`src/rtl/piradip_mts_sysref_sequencer.sv`:
```
// rtl/piradip_mts_sysref_sequencer.sv - MTS bring-up: MMCM reset/lock retry, SYSREF period alignment, per-channel fan-out
module piradip_mts_sysref_sequencer #(
    parameter int NUM_CH       = 2,
    parameter int PERIOD_W     = 16,
    parameter int STABLE_COUNT = 4,
    parameter int RST_CYCLES   = 16,
    parameter int LOCK_TIMEOUT = 65535,
    parameter int MAX_RETRIES  = 3
) (
    input  logic                pl_clk,
    input  logic                reset,
    input  logic                sysref_in,
    input  logic                mmcm_locked,
    input  logic                start,
    input  logic                oneshot,
    input  logic [NUM_CH-1:0]   ch_enable,
    output logic                mmcm_rst,
    output logic [NUM_CH-1:0]   sysref_out,
    output logic [PERIOD_W-1:0] period,
    output logic [2:0]          state,
    output logic                aligned,
    output logic                fault,
    output logic                period_err
);

    localparam logic [2:0] ST_IDLE      = 3'd0;
    localparam logic [2:0] ST_MMCM_RST  = 3'd1;
    localparam logic [2:0] ST_WAIT_LOCK = 3'd2;
    localparam logic [2:0] ST_MEASURE   = 3'd3;
    localparam logic [2:0] ST_ALIGNED   = 3'd4;
    localparam logic [2:0] ST_DONE      = 3'd5;
    localparam logic [2:0] ST_FAULT     = 3'd6;

    localparam int RST_W   = $clog2(RST_CYCLES + 1);
    localparam int TO_W    = $clog2(LOCK_TIMEOUT + 1);
    localparam int RET_W   = (MAX_RETRIES < 1) ? 1 : $clog2(MAX_RETRIES + 1);
    localparam int MATCH_W = $clog2(STABLE_COUNT + 1);

    logic                sysref_d;
    logic [PERIOD_W-1:0] cnt;
    logic                edge_seen;
    logic                armed;
    logic                have_prev;
    logic [PERIOD_W-1:0] prev_meas;
    logic [PERIOD_W-1:0] lock_period;
    logic [MATCH_W-1:0]  match_cnt;
    logic [RST_W-1:0]    rst_cnt;
    logic [TO_W-1:0]     to_cnt;
    logic [RET_W-1:0]    retries;
    logic                oneshot_q;
    logic                os_fired;

    logic rise, cnt_sat, rst_done, to_done, can_retry, lock_fail;

    assign rise      = sysref_in & ~sysref_d;
    assign cnt_sat   = &cnt;
    assign rst_done  = (rst_cnt == RST_W'(RST_CYCLES - 1));
    assign to_done   = (to_cnt == TO_W'(LOCK_TIMEOUT - 1));
    assign can_retry = (retries < RET_W'(MAX_RETRIES));
    // Losing lock after measurement started is handled exactly like a lock timeout.
    assign lock_fail = !mmcm_locked &&
                       ((state == ST_WAIT_LOCK && to_done) ||
                        state == ST_MEASURE || state == ST_ALIGNED);

    assign mmcm_rst = (state == ST_MMCM_RST);
    assign aligned  = (state == ST_ALIGNED);
    assign fault    = (state == ST_FAULT);

    always_ff @(posedge pl_clk) begin
        if (reset) begin
            state       <= ST_IDLE;
            sysref_d    <= 1'b0;
            cnt         <= '0;
            edge_seen   <= 1'b0;
            armed       <= 1'b0;
            have_prev   <= 1'b0;
            prev_meas   <= '0;
            lock_period <= '0;
            match_cnt   <= '0;
            rst_cnt     <= '0;
            to_cnt      <= '0;
            retries     <= '0;
            oneshot_q   <= 1'b0;
            os_fired    <= 1'b0;
            period      <= '0;
            period_err  <= 1'b0;
            sysref_out  <= '0;
        end else begin
            sysref_d   <= sysref_in;
            sysref_out <= '0;
            if (rise) begin
                cnt       <= PERIOD_W'(1);
                edge_seen <= 1'b1;
            end else if (!cnt_sat) begin
                cnt <= cnt + 1'b1;
            end
            if (rise && edge_seen)
                period <= cnt;

            if (lock_fail) begin
                if (can_retry) begin
                    state   <= ST_MMCM_RST;
                    retries <= retries + 1'b1;
                    rst_cnt <= '0;
                end else begin
                    state <= ST_FAULT;
                end
            end else begin
                case (state)
                    ST_IDLE, ST_DONE, ST_FAULT: begin
                        if (start) begin
                            state      <= ST_MMCM_RST;
                            retries    <= '0;
                            rst_cnt    <= '0;
                            oneshot_q  <= oneshot;
                            os_fired   <= 1'b0;
                            period_err <= 1'b0;
                        end
                    end
                    ST_MMCM_RST: begin
                        if (rst_done) begin
                            state  <= ST_WAIT_LOCK;
                            to_cnt <= '0;
                        end else begin
                            rst_cnt <= rst_cnt + 1'b1;
                        end
                    end
                    ST_WAIT_LOCK: begin
                        if (mmcm_locked) begin
                            state     <= ST_MEASURE;
                            armed     <= 1'b0;
                            have_prev <= 1'b0;
                            match_cnt <= '0;
                        end else begin
                            to_cnt <= to_cnt + 1'b1;
                        end
                    end
                    ST_MEASURE: begin
                        // A saturated counter means the edge gap was unmeasurable; restart the run.
                        if (rise && (!armed || cnt_sat)) begin
                            armed     <= 1'b1;
                            have_prev <= 1'b0;
                            match_cnt <= '0;
                        end else if (rise) begin
                            if (!have_prev || cnt != prev_meas) begin
                                prev_meas <= cnt;
                                have_prev <= 1'b1;
                                match_cnt <= '0;
                            end else if (match_cnt == MATCH_W'(STABLE_COUNT - 1)) begin
                                state       <= ST_ALIGNED;
                                lock_period <= cnt;
                                os_fired    <= 1'b0;
                                match_cnt   <= '0;
                            end else begin
                                match_cnt <= match_cnt + 1'b1;
                            end
                        end else if (cnt_sat && armed) begin
                            armed     <= 1'b0;
                            have_prev <= 1'b0;
                            match_cnt <= '0;
                        end
                    end
                    ST_ALIGNED: begin
                        // One-shot leaves a cycle after the forwarded edge so its pulse stays inside ALIGNED.
                        if (oneshot_q && os_fired) begin
                            state <= ST_DONE;
                        end else if (rise) begin
                            if (cnt != lock_period) begin
                                period_err <= 1'b1;
                                state      <= ST_MEASURE;
                                armed      <= 1'b1;
                                have_prev  <= 1'b0;
                                match_cnt  <= '0;
                            end else begin
                                sysref_out <= ch_enable;
                                os_fired   <= oneshot_q;
                            end
                        end
                    end
                    default: state <= ST_IDLE;
                endcase
            end
        end
    end

endmodule

```
`config.mk`:
```
export PLATFORM = sky130hd
export DESIGN_NAME = piradip_mts_sysref_sequencer
export DESIGN_NICKNAME = d
export VERILOG_FILES = /design/src/rtl/piradip_mts_sysref_sequencer.sv
export SDC_FILE = /design/constraint.sdc
export NUM_CORES = 1
export LEC_CHECK = 0
export BUFFER_PORTS_ARGS = -buffer_cell sky130_fd_sc_hd__buf_4
export CAP_MARGIN = 10
export CORE_MARGIN = 2
export CORE_UTILIZATION = 55
export CTS_BUF_LIST = sky130_fd_sc_hd__clkbuf_8
export DETAILED_ROUTE_END_ITERATION = 8
export PLACE_DENSITY = 0.73
export REMOVE_ABC_BUFFERS = 1
export SETUP_SLACK_MARGIN = 0.05
export SLEW_MARGIN = 20
export SYNTH_ARGS = -nofsm -noshare
export SYNTH_HDL_FRONTEND = slang
export SYNTH_SLANG_ARGS = --single-unit
```
`constraint.sdc`:
```
create_clock -name pl_clk -period 3 [get_ports pl_clk]
set_clock_uncertainty 0.05 [all_clocks]
set_input_delay 0.6 -clock pl_clk [delete_from_list [all_inputs] [get_ports pl_clk]]
set_output_delay 0.6 -clock pl_clk [all_outputs]
set_load 0.005 [all_outputs]
```
* Word level (Yosys, flattened, before mapping) *
Cells that the tools add are included.

operators by class
  multiplexer cells = 62
  reduce and logical (&&, ||, !) cells = 37
  equal/unequal tests = 39
  order comparisons = 1
  bitwise gates (word level) = 7
  add/sub/neg operators = 5

operator list
  operator               count
  $mux 3                 21
  $add 16x1->16 const B  2
  $mux 16                2
  $ne 16x16->1           2
  $pmux 16 s2            1
  $mux 1                 23
  $mux 5                 4
  $ne 2x2->1 const B     10
  $eq 16x16->1 const B   1
  $reduce_and 16->1      1
  $reduce_and 8->1       2
  $ne 3x3->1 const B     5
  $pmux 3 s5             1
  $reduce_and 6->1       2
  $pmux 5 s2             1
  $reduce_and 10->1      1
  $eq 3x2->1 const B     3
  $eq 3x3->1 const B     3
  $ne 3x2->1 const B     3
  $pmux 1 s3             3
  $pmux 3 s3             1
  $reduce_and 9->1       1
  $reduce_bool 3->1      3
  $mux 2                 4
  25 further kinds       51

word-level totals
  flip-flop bits (word level) = 102
  output and inout bits = 25

* Logic depth before layout (Yosys ltp) *
Gate-level depths: netlist of run 1.

  depth in word-level cells = 7
  gate-level depth with buffers = 10

* Least setup slack after synthesis of run 1 *
No wires, ideal clock.

  path kind = input to register
  from = in mmcm_locked
  to = reg to_cnt[14]
  path buffers = 1
  data arrival time = 2.136 ns
  library setup time = 0.114 ns
  required time = 2.836 ns
  stages = 7
  setup slack = 0.700 ns
  cells stage by stage = clkbuf_1 or3_1 a31o_2 a2111oi_4 nand3_1 xor2_1 nor2_1

between the ends
  longest elaborated chain between the ends = 4
  elaborated cells between the ends (all ways) = 5
  classes of those cells = 1 x eq/ne; 1 x bitwise; 3 x reduce/logical

RTL lines
  item                                   line  text
  from (decl)                            13    input logic mmcm_locked,
  $logic_not 1->1                        61    assign lock_fail = !mmcm_locked &&
  $logic_and 1x1->1                      61
  $not 1->1 (no source line)             -
  $reduce_and 4->1 (no source line) (*)  -
  to (signal assigned)                   135   to_cnt <= to_cnt + 1'b1;
  to (decl)                              48    logic [TO_W-1:0] to_cnt;

Mark *: on every way between the ends. The rest lies on a longest branch, timed or not.
A chain may end at the register's enable or synchronous reset.

* Worst setup path in the final report of run 1 *
  from = reg state[2]
  to = out aligned

between the ends
  longest elaborated chain between the ends = 1

RTL lines
  item                    line  text
  from (decl)             20    output logic [2:0] state,
  from (signal assigned)  71    state <= ST_IDLE;
  from (signal assigned)  102   state <= ST_MMCM_RST;
  from (signal assigned)  106   state <= ST_FAULT;
  $eq 3x3->1              66    assign aligned = (state == ST_ALIGNED);
  to (decl)               21    output logic aligned,

Every way passes these cells.

==> run summary, run 1 <==
Fin cells: 697
Pre-CTS setup slack: 361 ps
Clock sinks: 102
# rows: 34
Synthesized instance count: 558
Final period util: 87.9%
Largest net degree at the start of global routing: 42
Die area: 0.00998 mm^2
Routed wire length: 11.0 mm
Synth top area share: 40.4%
Setup-failing EPs final: 0
Initial Utilization: 57.4%
Hpwl dp: 7.76 mm
Area leader, netlist: dfxtp_1
Syn Area/Cell: 9.07 um^2
Unique masters post-synth: 69
Worst-Skew Late Latency: 370 ps
Vias in the first global route: 3914
Cells on worst reg2reg path: 7
GRT Total Usage: 23.0%
FMAX: 0.379 GHz
Clock power frac: 37.1%
Reg power frac: 54.5%
Core ar.: 0.00881 mm^2
Hold-critical path depth: 2
Comb power frac: 8.4%
Clk root buf: clkbuf_8
Cell count along the critical path: 3
Worst Path Buf+Inv: 2
CP Data Arrival Time: 1990 ps
Iter 0 DRT Violations: 201
Grt ovf: 0
Worst slew margin: 48.7%
H-tree depth: 3
Synth Warn #: 0
N_diodes: 0
Critical path startpoint category: flip-flop
RSZ-0062 raised after global routing: no
Setup_tns: 0 ps
Setup ws final: 362 ps
Status: finished, final reports clean
DP Area: 0.00537 mm^2
Number of antenna violations at the first check in global routing: 0
Longest Clk Path Bufs: 2
Die X: 99.9 um
# port buffers: 32
Slowest Stage Delay on Critical Path: 830 ps
Post-synthesis sequential area ratio: 40.4%
Share of layout cells above drive strength 1: 16.5%
Post-synth ARST share: 0%
Tmin final: 2640 ps
Post-CTS setup buffer count: 0
Remaining DRCs: 0
Cell area after synthesis: 0.00506 mm^2
Switching Power: 627 uW
Ys flop type: dfxtp_1
Peak VDD IR: 258 uV
DP Cell Count: 681
CTS clock-pin slew for the worst setup and hold paths: 90 ps
FF+latch area: 0.00204 mm^2
Worst Tran Pin Value: 769 ps
Leak Pwr: 2.31 nW
Register bit count reported by yosys: 102
Nets@finish: 599
Hold WC Path Type: in -> reg
CTS tree: built
Worst path cell trace: nand3_2 -> inv_1 -> buf_4
WP data required: 2350 ps
Wire per inst: 15.8 um
Gpl congestion: 0.937
Cts hold-fix bufs: 0
CP max-delay cell: dfxtp_1
Worst-path fanout max: 16
Routed Antenna Nets: 0
Most frequent cells in the layout: dfxtp_1, nor2_1, nand2_1
Tot Pwr: 2.54 mW
Max-cap violation count: 0
Fin area: 0.00558 mm^2
Synth-to-layout area growth: 10.3%
Vias per cell: 5.64
Final core occ: 63.4%
Post-CTS sizing: 0
WS Path Type: reg -> out
Hold Vio Cnt, Final: 0
Pint: 1.91 mW
Die Ht: 99.9 um
Pins Over Slew Limit: 0
Sw Ratio: 24.7%
Post-synth EDFFs: 0
Hold Slack: 385 ps
Top delay family on crit path: flip-flops
First-pass GRT wire length: 18.5 mm
First-pass detailed-route iteration total: 5
Fillers: 753
Vias: 3931
Pwr Density: 455 mW/mm^2
Worst Setup End Kind: output pin
TritonCTS buffer count: 9
Commonest non-fill, non-tap cell in the layout: dfxtp_1
Synth area leaders: dfxtp_1, mux2i_1, xor2_1
Multi-input combinational cell area: 0.00276 mm^2
I/O pin cnt: 33
[power groups by stage]
stage | Clock, mW | Sequential (mW) | Combinational (mW)
after global routing | 1.01 | 1.39 | 0.234
final | 0.943 | 1.38 | 0.213
after floorplan | 0 | 1.42 | 0.120
after CTS | 0.956 | 1.38 | 0.213
after global placement | 0 | 1.41 | 0.207
after detailed placement | 0 | 1.41 | 0.212
[per-layer routing]
layer / GRT usage, % / routed length (um) / vias to the layer above
met5: 0 / 0 / -
met1: 30.3 / 5110 / 1873
met4: 8.32 / 141 / 0
met2: 37.3 / 5220 / 94
li1: - / - / 1949
met3: 4.81 / 507 / 15
[final timing paths]
path / start / to / slack [ps]
max: state[2]$_SDFFE_PP0P_ / aligned / 360
min: ch_enable[1] / sysref_out[1]$_SDFF_PP0_ / 380
max reg2reg: cnt[15]$_SDFFE_PP0N_ / os_fired$_SDFFE_PP0P_ / 420
min reg2reg: period_err$_SDFFE_PP0P_ / period_err$_SDFFE_PP0P_ / 410
[sequential cells by signal (all words and copies together), names as in the netlist, 2 cells and up]
signal and flops:
prev_meas 16, period 16, cnt 16, match_cnt 3
lock_period 16, sysref_out 2, to_cnt 16, retries 2
state 3, rst_cnt 5
[Yosys cell counts, types with 2 or more instances]
library cell and number:
a2111oi_4 3, a211oi_1 4, a21oi_1 30, a311oi_1 2
a31o_2 2, and2_1 6, and3_1 8, and4_1 2
buf_2 10, buf_4 6, buf_6 6, clkbuf_1 14
dfxtp_1 102, ha_1 7, inv_1 7, mux2_2 2
mux2i_1 39, nand2_1 58, nand2b_1 8, nand3_1 16
nand3_2 2, nand4_1 17, nand4_2 2, nor2_1 87
nor2b_1 2, nor3_1 4, nor3_2 2, nor4_1 3
nor4_2 2, nor4_4 2, o21ai_0 3, o21ai_1 2
o31ai_1 2, or3_1 2, xnor2_1 18, xor2_1 43
[cells by family after synthesis]
family / Yosys count / synth area share, %
buffers and inverters: 46 / 5.02
xor gates and xnor gates: 61 / 10.6
muxes: 41 / 8.16
and+or+nand+nor: 238 / 24.3
DFF: 102 / 40.4
adders and majority gates: 7 / 1.73
AOI/OAI and AO/OA: 63 / 9.84
[layout make-up]
cell class | count | share of cell area [%]
clock buffers | 9 | 2.22
clock inverters | 7 | 1.59
inverters | 8 | 0.538
multi-input cells | 410 | 49.5
flip-flops and latches | 102 | 36.6
well taps | 108 | 2.42
repair buffers | 53 | 7.13
(Power assumes the default switching activity.)
==> inputs of run 2 (changes only) <==
- CORE_MARGIN: 2 -> 3
==> run summary, run 2 (synthesis gave the netlist of run 1 again) <==
Worst Tran Pin Value: 708 ps (was 769 ps)
Worst-path fanout max: 16 (unchanged)
# port buffers: 32 (unchanged)
Critical path startpoint category: flip-flop (unchanged)
Fin area: 0.00554 mm^2 (was 0.00558 mm^2)
Remaining DRCs: 0 (unchanged)
Status: finished, final reports clean (unchanged)
Hold WC Path Type: in -> reg (unchanged)
Grt ovf: 0 (unchanged)
CP max-delay cell: dfxtp_1 (unchanged)
H-tree depth: 3 (unchanged)
Peak VDD IR: 207 uV (was 258 uV)
Reg power frac: 56.2% (was 54.5%)
Vias in the first global route: 3500 (was 3914)
Share of layout cells above drive strength 1: 16.2% (was 16.5%)
First-pass detailed-route iteration total: 4 (was 5)
Longest Clk Path Bufs: 2 (unchanged)
WS Path Type: reg -> out (unchanged)
Cts hold-fix bufs: 0 (unchanged)
N_diodes: 0 (unchanged)
Clock power frac: 35.6% (was 37.1%)
Worst hold path startpoint: ch_enable[0] (was ch_enable[1])
Worst Path Buf+Inv: 2 (unchanged)
Pint: 1.83 mW (was 1.91 mW)
Wire per inst: 15.3 um (was 15.8 um)
Gpl congestion: 0.882 (was 0.937)
First-pass GRT wire length: 17.5 mm (was 18.5 mm)
Worst Setup End Kind: output pin (unchanged)
Setup-failing EPs final: 0 (unchanged)
Die Ht: 102 um (was 99.9 um)
Synth-to-layout area growth: 9.57% (was 10.3%)
Setup ws final: 404 ps (was 362 ps)
CP Data Arrival Time: 1950 ps (was 1990 ps)
Routed wire length: 10.6 mm (was 11.0 mm)
Commonest non-fill, non-tap cell in the layout: dfxtp_1 (unchanged)
GRT Total Usage: 21.1% (was 23.0%)
Max-cap violation count: 0 (unchanged)
Pins Over Slew Limit: 0 (unchanged)
Tmin final: 2600 ps (was 2640 ps)
Switching Power: 644 uW (was 627 uW)
Clock sinks: 102 (unchanged)
Hpwl dp: 7.43 mm (was 7.76 mm)
Core ar.: 0.00885 mm^2 (was 0.00881 mm^2)
TritonCTS buffer count: 9 (unchanged)
Worst slew margin: 52.7% (was 48.7%)
Worst-Skew Late Latency: 380 ps (was 370 ps)
Fillers: 761 (was 753)
Vias: 3873 (was 3931)
Sw Ratio: 26.1% (was 24.7%)
RR Startpoint: cnt[15]$_SDFFE_PP0N_ (unchanged)
Hold Slack: 366 ps (was 385 ps)
RSZ-0062 raised after global routing: no (unchanged)
CTS clock-pin slew for the worst setup and hold paths: 100 ps (was 90 ps)
I/O pin cnt: 33 (unchanged)
CTS tree: built (unchanged)
DP Area: 0.00535 mm^2 (was 0.00537 mm^2)
Top delay family on crit path: flip-flops (unchanged)
Post-CTS sizing: 0 (unchanged)
# rows: 34 (unchanged)
Vias per cell: 5.58 (was 5.64)
Die X: 102 um (was 99.9 um)
Final period util: 86.5% (was 87.9%)
Hold Vio Cnt, Final: 0 (unchanged)
Leak Pwr: 2.27 nW (was 2.31 nW)
Clk root buf: clkbuf_8 (unchanged)
Largest net degree at the start of global routing: 40 (was 42)
Most frequent cells in the layout: dfxtp_1, nor2_1, nand2_1 (unchanged)
Post-CTS setup buffer count: 0 (unchanged)
Die area: 0.0104 mm^2 (was 0.00998 mm^2)
Final core occ: 62.6% (was 63.4%)
Setup_tns: 0 ps (unchanged)
Iter 0 DRT Violations: 162 (was 201)
WP data required: 2350 ps (about the same)
Critical path origin: state[2]$_SDFFE_PP0P_ (unchanged)
Slowest Stage Delay on Critical Path: 790 ps (was 830 ps)
Routed Antenna Nets: 0 (unchanged)
Worst path cell trace: nand3_2 -> inv_1 -> buf_4 (unchanged)
Comb power frac: 8.2% (was 8.4%)
Pre-CTS setup slack: 485 ps (was 361 ps)
Pwr Density: 446 mW/mm^2 (was 455 mW/mm^2)
Nets@finish: 596 (was 599)
FMAX: 0.385 GHz (was 0.379 GHz)
Number of antenna violations at the first check in global routing: 0 (unchanged)
Initial Utilization: 57.2% (was 57.4%)
==> run 2: final cells by class <==
type	count	area, um^2	area share [%]
Timing Repair Buffer	50	375	6.77
Tap cell	108	135	2.44
Sequential cell	102	2040	36.8
Clock inverter	7	73.8	1.33
Multi-Input combinational cell	410	2760	49.8
Clock buffer	9	124	2.23
Inverter	8	30.0	0.542
==> run 2: worst reg2reg max path: cells and delay by family (launching register included) <==
kind | cells | cell delay (ps)
AO/OA/AOI/OAI | 3 | 780
AND/OR/NAND/NOR | 4 | 980
flip-flops | 1 | 600
==> run 2: through the flow <==
step	power, mW	cells
2_1_floorplan	1.54	520
3_3_place_gp	1.61	678
3_5_place_dp	1.62	678
4_1_cts	2.49	694
5_1_grt	2.57	694
6_report	2.47	694
==> run 2: worst paths after layout <==
kind / end / cells past startpoint / slack [ps]
hold reg to reg: period_err$_SDFFE_PP0P_ / 2 / 400
setup reg to reg: to_cnt[1]$_SDFFE_PP0P_ / 7 / 520
setup / recovery: aligned / 3 / 400
hold / removal: sysref_out[0]$_SDFF_PP0_ / 2 / 370
==> run 2: routing by layer <==
metal  part of all wire (%)  vias to the layer above  global-route usage [%]
met5                      0                        -                       0
met4                   0.98                        0                    6.26
met3                    4.4                        5                    4.51
met2                     47                       84                    33.0
met1                     48                     1835                    29.4
li1                       -                     1949                       -
==> run 2: power groups by stage <==
| stage | clock network, mW | logic [mW] | registers [mW] |
|---|---|---|---|
| floorplan | 0 | 0.120 | 1.42 |
| global placement | 0 | 0.194 | 1.42 |
| detailed placement | 0 | 0.200 | 1.42 |
| CTS | 0.895 | 0.203 | 1.39 |
| global route | 0.957 | 0.225 | 1.39 |
| finish | 0.879 | 0.203 | 1.39 |
